File: src/rtl/assert_error_collector.sv
// assert_error_collector: timestamps per-source assertion failure pulses,
// arbitrates lowest-index-first and queues {id, stamp} records in a small
// FIFO drained through a valid/ready read port. Saturating totals of
// failures and dropped repeats are kept alongside.
module assert_error_collector #(
    parameter int unsigned N_SRC = 8,
    parameter int unsigned DEPTH = 4,
    parameter int unsigned TS_W  = 16,
    parameter int unsigned CNT_W = 16,
    localparam int unsigned ID_W = (N_SRC > 1) ? $clog2(N_SRC) : 1
) (
    input  logic             clk,
    input  logic             rst_n,
    input  logic [N_SRC-1:0] err_i,
    input  logic             clr_i,
    output logic             rd_valid_o,
    input  logic             rd_ready_i,
    output logic [ID_W-1:0]  rd_id_o,
    output logic [TS_W-1:0]  rd_stamp_o,
    output logic [CNT_W-1:0] err_count_o,
    output logic [CNT_W-1:0] lost_count_o,
    output logic [ID_W-1:0]  last_id_o,
    output logic             last_valid_o,
    output logic [N_SRC-1:0] pend_o
);

    localparam int unsigned PTR_W = $clog2(DEPTH);

    logic [TS_W-1:0]  ts_q, ts_d;
    logic [N_SRC-1:0] pending_q, pending_d;
    logic [TS_W-1:0]  stamp_q [N_SRC];
    logic [TS_W-1:0]  stamp_d [N_SRC];
    logic [ID_W-1:0]  fid_q [DEPTH];
    logic [ID_W-1:0]  fid_d [DEPTH];
    logic [TS_W-1:0]  fstamp_q [DEPTH];
    logic [TS_W-1:0]  fstamp_d [DEPTH];
    logic [PTR_W-1:0] wr_ptr_q, wr_ptr_d, rd_ptr_q, rd_ptr_d;
    logic [PTR_W:0]   cnt_q, cnt_d;
    logic [CNT_W-1:0] err_cnt_q, err_cnt_d, lost_cnt_q, lost_cnt_d;
    logic [ID_W-1:0]  last_id_q, last_id_d;
    logic             last_valid_q, last_valid_d;

    logic             full, rd_valid, pop, push;
    logic [ID_W-1:0]  sel;
    logic [CNT_W:0]   err_inc, lost_inc, err_sum, lost_sum;

    // Next-state: arbitration, FIFO push/pop, capture, saturating counters, clear
    always_comb begin
        ts_d         = ts_q + 1'b1;
        pending_d    = pending_q;
        stamp_d      = stamp_q;
        fid_d        = fid_q;
        fstamp_d     = fstamp_q;
        wr_ptr_d     = wr_ptr_q;
        rd_ptr_d     = rd_ptr_q;
        cnt_d        = cnt_q;
        last_id_d    = last_id_q;
        last_valid_d = last_valid_q;
        err_inc      = '0;
        lost_inc     = '0;

        full     = (cnt_q == (PTR_W+1)'(DEPTH));
        rd_valid = (cnt_q != '0);
        pop      = rd_valid && rd_ready_i;

        // Descending scan so the lowest pending index wins
        sel = '0;
        for (int unsigned k = N_SRC; k > 0; k--) begin
            if (pending_q[k-1]) sel = ID_W'(k-1);
        end
        push = (|pending_q) && (!full || pop);

        if (push) begin
            fid_d[wr_ptr_q]    = sel;
            fstamp_d[wr_ptr_q] = stamp_q[sel];
            wr_ptr_d           = wr_ptr_q + 1'b1;
            pending_d[sel]     = 1'b0;
            last_id_d          = sel;
            last_valid_d       = 1'b1;
        end
        if (pop) rd_ptr_d = rd_ptr_q + 1'b1;
        if (push && !pop) cnt_d = cnt_q + 1'b1;
        else if (pop && !push) cnt_d = cnt_q - 1'b1;

        // A source being pushed this edge is free to recapture immediately
        for (int unsigned k = 0; k < N_SRC; k++) begin
            err_inc = err_inc + (CNT_W+1)'(err_i[k]);
            if (err_i[k]) begin
                if (!pending_q[k] || (push && (ID_W'(k) == sel))) begin
                    pending_d[k] = 1'b1;
                    stamp_d[k]   = ts_q;
                end else begin
                    lost_inc = lost_inc + 1'b1;
                end
            end
        end

        err_sum    = {1'b0, err_cnt_q} + err_inc;
        lost_sum   = {1'b0, lost_cnt_q} + lost_inc;
        err_cnt_d  = err_sum[CNT_W]  ? '1 : err_sum[CNT_W-1:0];
        lost_cnt_d = lost_sum[CNT_W] ? '1 : lost_sum[CNT_W-1:0];

        if (clr_i) begin
            ts_d         = '0;
            pending_d    = '0;
            wr_ptr_d     = '0;
            rd_ptr_d     = '0;
            cnt_d        = '0;
            err_cnt_d    = '0;
            lost_cnt_d   = '0;
            last_id_d    = '0;
            last_valid_d = 1'b0;
            for (int unsigned k = 0; k < N_SRC; k++) stamp_d[k] = '0;
            for (int unsigned i = 0; i < DEPTH; i++) begin
                fid_d[i]    = '0;
                fstamp_d[i] = '0;
            end
        end
    end

    // State register with asynchronous active-low reset
    always_ff @(posedge clk or negedge rst_n) begin
        if (!rst_n) begin
            ts_q         <= '0;
            pending_q    <= '0;
            wr_ptr_q     <= '0;
            rd_ptr_q     <= '0;
            cnt_q        <= '0;
            err_cnt_q    <= '0;
            lost_cnt_q   <= '0;
            last_id_q    <= '0;
            last_valid_q <= 1'b0;
            for (int unsigned k = 0; k < N_SRC; k++) stamp_q[k] <= '0;
            for (int unsigned i = 0; i < DEPTH; i++) begin
                fid_q[i]    <= '0;
                fstamp_q[i] <= '0;
            end
        end else begin
            ts_q         <= ts_d;
            pending_q    <= pending_d;
            stamp_q      <= stamp_d;
            fid_q        <= fid_d;
            fstamp_q     <= fstamp_d;
            wr_ptr_q     <= wr_ptr_d;
            rd_ptr_q     <= rd_ptr_d;
            cnt_q        <= cnt_d;
            err_cnt_q    <= err_cnt_d;
            lost_cnt_q   <= lost_cnt_d;
            last_id_q    <= last_id_d;
            last_valid_q <= last_valid_d;
        end
    end

    // Head record is masked to zero whenever the FIFO is empty
    always_comb begin
        rd_valid_o   = rd_valid;
        rd_id_o      = rd_valid ? fid_q[rd_ptr_q]    : '0;
        rd_stamp_o   = rd_valid ? fstamp_q[rd_ptr_q] : '0;
        err_count_o  = err_cnt_q;
        lost_count_o = lost_cnt_q;
        last_id_o    = last_id_q;
        last_valid_o = last_valid_q;
        pend_o       = pending_q;
    end

endmodule

File: config.mk
export PLATFORM = sky130hd
export DESIGN_NAME = assert_error_collector
export DESIGN_NICKNAME = d
export VERILOG_FILES = /design/src/rtl/assert_error_collector.sv
export SDC_FILE = /design/constraint.sdc
export NUM_CORES = 1
export LEC_CHECK = 0
export ABC_AREA = 1
export BUFFER_PORTS_ARGS = -buffer_cell sky130_fd_sc_hd__buf_2
export CAP_MARGIN = 20
export CORE_ASPECT_RATIO = 2
export CORE_MARGIN = 10
export CORE_UTILIZATION = 58
export CTS_CLUSTER_SIZE = 40
export DETAILED_ROUTE_END_ITERATION = 6
export GPL_TIMING_DRIVEN = 0
export PLACE_DENSITY = 0.81
export SKIP_LAST_GASP = 1
export SYNTH_ARGS = -nofsm -noshare
export SYNTH_HDL_FRONTEND = slang
export SYNTH_SLANG_ARGS = --single-unit
File: constraint.sdc
create_clock -name clk -period 7.1 [get_ports clk]
set_input_delay 0.71 -clock clk [delete_from_list [all_inputs] [get_ports clk]]
set_output_delay 0.71 -clock clk [all_outputs]
set_load 0.02 [all_outputs]
# Yosys cells after proc, flatten, opt, wreduce, memory -nomap -nowiden
# Cells that the tools add are included.
# totals
out_inout_bits	64
input_bits	12
romBits	0
register_bits	271
latch_bits	0
ramBits	0
word_cells	227
n_memories	0
# op_classes
reduce_logical	64
addsub	21
multipliers	0
shift	0
mux	98
n_eq_ne	8
n_bitwise	5
div	0
order_cmp	6
# ops
cell	n
16-bit 2-to-1 mux	27
17-bit 2-to-1 mux	14
128-bit 2-to-1 mux	1
64-bit 2-to-1 mux	2
17-bit by 1-bit adder with 17-bit output, second input constant	7
64-bit bitwise mux	1
3-bit 2-to-1 mux	17
16-bit binary-select mux with 3-bit select	1
2-bit nonzero test	18
16-bit binary-select mux with 2-bit select	1
16-bit demux with 2-bit select	1
12-bit 2-to-1 mux	2
1-bit 2-to-1 mux	21
16-bit by 17-bit adder with 17-bit output	1
16-bit by 8-bit adder with 17-bit output	1
16-bit by 1-bit adder with 16-bit output, second input constant	1
8-bit 2-to-1 mux	2
2-bit AND reduction	8
1-bit logical AND	14
12-bit bitwise mux	1
3-bit equality test, first input constant	4
1-bit zero test	11
1-bit logical OR	9
7-bit by 1-bit adder with 8-bit output	1
other kinds (28)	36

# Depth between registers and ports, before layout
# logic_depth
ltp_word	37
mapped_depth	43
mapped_depth_nobuf	43

# Worst setup path after synthesis
# OpenSTA, ideal clock, no wires.
# synth_path
kind	input-to-reg
startpoint	input rd_ready_i
endpoint	register lost_cnt_q[13], in the netlist lost_count_o[13]
cell_stages	43
setup_time_ns	0.083
required_ns	7.017
path_buffers	0
slack_ns	1.119
arrival_time_ns	5.898
cell_sequence	inv_1 > nand3_1 > o21ai_4 > nand3_1 > inv_1 > ha_1 > nand2_1 > nand2_1 > ha_1 > nand4_1 > nand2_1 > ha_1 > nand2_1 > nand2_1 > ha_1 > nand4_1 > nand2_2 > ha_1 > (+7 left out) > inv_1 > nand3_1 > inv_1 > nand3_1 > nand2_1 > nand2_1 > ha_1 > inv_1 > nor3_1 > nand2_1 > o211ai_1 > nand2_1 > a21oi_1 > nand2_1 > nor2_1 > inv_1 > or2_2 > a31oi_1
# synth_via
elab_chain_len	31
word_cells_on_any_way	45
classes_between	8 x add/sub; 18 x mux; 19 x reduce/logical
# synth_rtl
element	line	text
from (decl)	17	input logic rd_ready_i,
1-bit logical AND *	64	pop = rd_valid && rd_ready_i;
1-bit logical OR *	71	push = (|pending_q) && (!full || pop);
1-bit logical AND *	71	
1-bit logical AND	89	if (!pending_q[k] || (push && (ID_W'(k) == sel))) begin
1-bit logical OR	89	
1-bit 2-to-1 mux	89	
1-bit 2-to-1 mux	88	if (err_i[k]) begin
17-bit by 1-bit adder with 17-bit output	93	lost_inc = lost_inc + 1'b1;
(+16 left out)	n/a	
17-bit 2-to-1 mux	88	
17-bit by 1-bit adder with 17-bit output	93	
17-bit 2-to-1 mux	89	
17-bit 2-to-1 mux *	88	
16-bit by 17-bit adder with 17-bit output *	99	lost_sum = {1'b0, lost_cnt_q} + lost_inc;
16-bit 2-to-1 mux *	101	lost_cnt_d = lost_sum[CNT_W] ? '1 : lost_sum[CNT_W-1:0];
16-bit 2-to-1 mux *	103	if (clr_i) begin
net lost_cnt_d[13]	39	logic [CNT_W-1:0] err_cnt_q, err_cnt_d, lost_cnt_q, lost_cnt_d;
to (signal assigned)	148	lost_cnt_q <= lost_cnt_d;
to (decl)	39	
# Mark *: on every way through the listed nets, which the timed path passes. The rest lies on a longest branch.
# A chain may end at the register's enable or synchronous reset.

# Worst setup path after layout
# layout_path
startpoint	register pending_q[6], in the netlist pend_o[6]
endpoint	register lost_cnt_q[13], in the netlist lost_count_o[13]
# layout_via
elab_chain_len	36
word_cells_on_any_way	60
classes_between	8 x add/sub; 7 x eq/ne; 25 x mux; 20 x reduce/logical
# layout_rtl
element	line	text
from (decl)	30	logic [N_SRC-1:0] pending_q, pending_d;
from (signal assigned)	140	pending_q <= pending_d;
3-bit 2-to-1 mux (7 in a row)	69	if (pending_q[k-1]) sel = ID_W'(k-1);
3-bit zero test	89	
1-bit logical AND	89	
1-bit logical OR	89	
1-bit 2-to-1 mux	89	
1-bit 2-to-1 mux	88	
17-bit by 1-bit adder with 17-bit output	93	
17-bit 2-to-1 mux	89	
(+15 left out)	n/a	
17-bit 2-to-1 mux	88	
17-bit by 1-bit adder with 17-bit output	93	
17-bit 2-to-1 mux	89	
17-bit 2-to-1 mux *	88	
16-bit by 17-bit adder with 17-bit output *	99	
16-bit 2-to-1 mux *	101	
16-bit 2-to-1 mux *	103	
net lost_cnt_d[13]	39	
# Marks and branches as above.

==> flow_metrics.tcl <==
set metrics [dict create \
    cts_hold_buf 0 \
    die_area_sq_um 30000 \
    synth_area_leaders "dfrtp_1, nand2_1, o21ai_0, inv_1, a21oi_1" \
    comb_power_share_pct 25.1 \
    syn2layout_area_growth_pct 12.7 \
    slew_headroom_pct 33.8 \
    wirelength_microns 37700 \
    routedWlPerCell_microns 18.2 \
    cts.sinks 271 \
    grt_max_degree 124 \
    wl_met3_microns 1380 \
    ff2ff_setup_slack_ns 0.50 \
    p_leak_nw 7.17 \
    finalSetupTns_ns 0 \
    finalCriticalPeriod_ns 6.60 \
    initial_core_util_pct 59.1 \
    grt_pass1_wl_microns 60200 \
    cp_common_cell "nand2_1" \
    core_area_sq_um 22700 \
    drive_above_1_share_pct 8.79 \
    cts.path.max_buffers 3 \
    seqPwrFrac_pct 41.7 \
    cts_root_buf "clkbuf_16" \
    ys_seq_area_share_pct 50.4 \
    hpwl_microns 28600 \
    synth_flop_cell "dfrtp_1" \
    setup_viol 0 \
    cap_violations 0 \
    r2r_cells 43 \
    async_reset_ff_share_pct 100 \
    wirelength_met1_microns 12600 \
    worstSkewPairLatency_ns 0.54 \
    netlist_instances 1658 \
    power.net_switching_w 0.00137 \
    die_h_microns 235 \
    fin_total_pwr_w 0.00409 \
    top_layer "met4" \
    synth-seq-cells 271 \
    ant_nets 0 \
    worstPathRequired_ns 7.55 \
    drt_iter0_drc 1033 \
    cts_buffers 24 \
    cpPeakStageDelay_ns 0.42 \
    synth_enable_flop_cells 0 \
    critPathSlowestCell "dfrtp_1" \
    hold_viol 0 \
    grt_pass1_vias 12500 \
    yosysWarnings 0 \
    yosysUniqueCellTypes 38 \
    grtUsageTotal_pct 24.3 \
    final_cell_mix "nand2_1, dfrtp_1, inv_1" \
    grt-ovfl-total 0 \
    worstReg2RegEnd "lost_count_o[13]" \
    synth_top_area_share_pct 50.4 \
    row_count 78 \
    switching_share_pct 33.5 \
    cts_tree "done" \
    first_pass_iters 7 \
    h-tree-depth 1 \
    slew_viol_final 0 \
    yosys.area.top_type "dfrtp_1" \
    finalCritPeriodShare_pct 93.0 \
    synthesis.area_per_instance_sq_um 8.11 \
    path_max_fanout 5 \
    syn_area_sq_um 13400 \
    place_congestion 0.941 \
    antenna_found_initial 0 \
    worst_pin_slew_ns 0.986 \
    worst_ep_arrival_time_ns 7.06 \
    p_clk_share_pct 33.2 \
    max_freq_mhz 151 \
    fin_skew_ns 0.0108 \
    insertedDiodeCount 0 \
    die_w_microns 128 \
    viasPerCell 5.80 \
    num_io_pins 76 \
    clk_pin_slew_worst_paths_ns 0.07 \
    final_common_cell "nand2_1" \
    drc 0 \
    crit_type "flip-flop to flip-flop" \
    vias 12000 \
    start_kind "flip-flop" \
    port-buffer-count 74 \
    outcome "completed" \
    cp-end-kind "flip-flop" \
    p_int_w 0.00272 \
    hold_class "input pin to asynchronous set/reset pin" \
    dr_wl_met2_microns 21100 \
    p_per_area_nw_per_um2 270 \
    final_nets 1815 \
    r2r_start "pend_o[6]" \
    final_util_pct 66.6 \
    ir_worst_vdd_uv 262 \
]
==> cell type report <==
cell class,count,area [sq um]
Fill cell,1912,7590
Sequential cell,271,6790
Multi-Input combinational cell,1073,5510
Inverter,238,893
Clock buffer,36,747
Timing Repair Buffer,85,503
Tap cell,280,350
Buffer,77,290
Clock inverter,7,63.8
==> routing by layer <==
metal | GRT usage, % | vias to the layer above
met5 | 0 | -
met4 | 17.7 | 0
met3 | 2.88 | 172
met2 | 46.1 | 396
met1 | 22.6 | 5748
li1 | - | 5664
==> worst max-delay path by stage <==
stage / cells past startpoint / start / endpoint / slack [ns]
floorplan: 43 / rd_ready_i / lost_count_o[13] / 1.12
global placement: 42 / rd_ready_i / lost_count_o[13] / 0.33
detailed placement: 44 / rd_ready_i / lost_count_o[13] / 0.12
CTS: 43 / pend_o[4] / lost_count_o[13] / 0.25
global route: 43 / pend_o[7] / lost_count_o[13] / -0.02
finish: 43 / pend_o[6] / lost_count_o[13] / 0.50
==> synthesized netlist by cell type (all sizes together), types with 16 or more instances <==
cell and number:
a21oi 102, o22ai 77, nor3 16, o211ai 17, ha 26, clkbuf 71
dfrtp 271, nand3 91, o311ai 16, inv 237, nor2 117, nand2 347
o21ai 209
==> power groups by stage <==
stage	clock network [W]	logic (W)	registers, W
final	0.00136	0.00103	0.00171
after CTS	0.00135	0.00101	0.00170
after detailed placement	0	0.00100	0.00173
after global routing	0.00141	0.00113	0.00172
after floorplan	0	0.000630	0.00175
after global placement	0	0.000967	0.00173
==> logic make-up (layout without fill, tap and decap cells) <==
logic type / after synthesis / count (layout) / share of synthesized area (%)
AND/OR/NAND/NOR: 588 / 588 / 18.2
other: 1 / 2 / 0.0279
AO/OA/AOI/OAI: 431 / 431 / 17.8
adder cells (fa/ha/maj): 33 / 33 / 3.46
XOR/XNOR: 19 / 19 / 1.24
buffers and inverters: 315 / 443 / 8.80
flip-flops: 271 / 271 / 50.4
==> timing repair <==
item | 4_1_cts | 5_1_grt
setup endpoints to repair | 0 | 10
resized for setup | 0 | 13
buffers inserted | 0 | 9
==> flip-flops by register name, summed over array words and instances, names as in the netlist <==
name          count
lost_count_o     16
rd_ptr_q          2
stamp_q         128
pend_o            8
last_valid_o      1
last_id_o         3
fid_q            12
fstamp_q         64
cnt_q             3
wr_ptr_q          2
err_count_o      16
ts_q             16
==> through the flow <==
| stage | worst slack [ns] | hold WS (ns) | instances | area [sq um] |
|---|---|---|---|---|
| 2_1_floorplan | 1.12 | 0.414 | 1659 | 13400 |
| 3_5_place_dp | 0.124 | 0.456 | 2015 | 14200 |
| 6_report | 0.499 | 0.0490 | 2067 | 15100 |
| 4_1_cts | 0.253 | 0.0581 | 2058 | 15000 |
| 5_1_grt | -0.0181 | 0.0638 | 2067 | 15100 |
| 3_3_place_gp | 0.330 | 0.438 | 2013 | 14200 |
==> worst max-delay path, delay by kind of cell (launching register included) <==
| kind | cells | cell delay [ns] |
|---|---|---|
| adders and majority gates | 8 | 2.19 |
| and+or+nand+nor | 25 | 2.66 |
| DFF | 1 | 0.42 |
| AOI/OAI and AO/OA | 5 | 0.78 |
| buffers and inverters | 5 | 0.46 |
No activity file was read; power rests on OpenSTA's default activity.
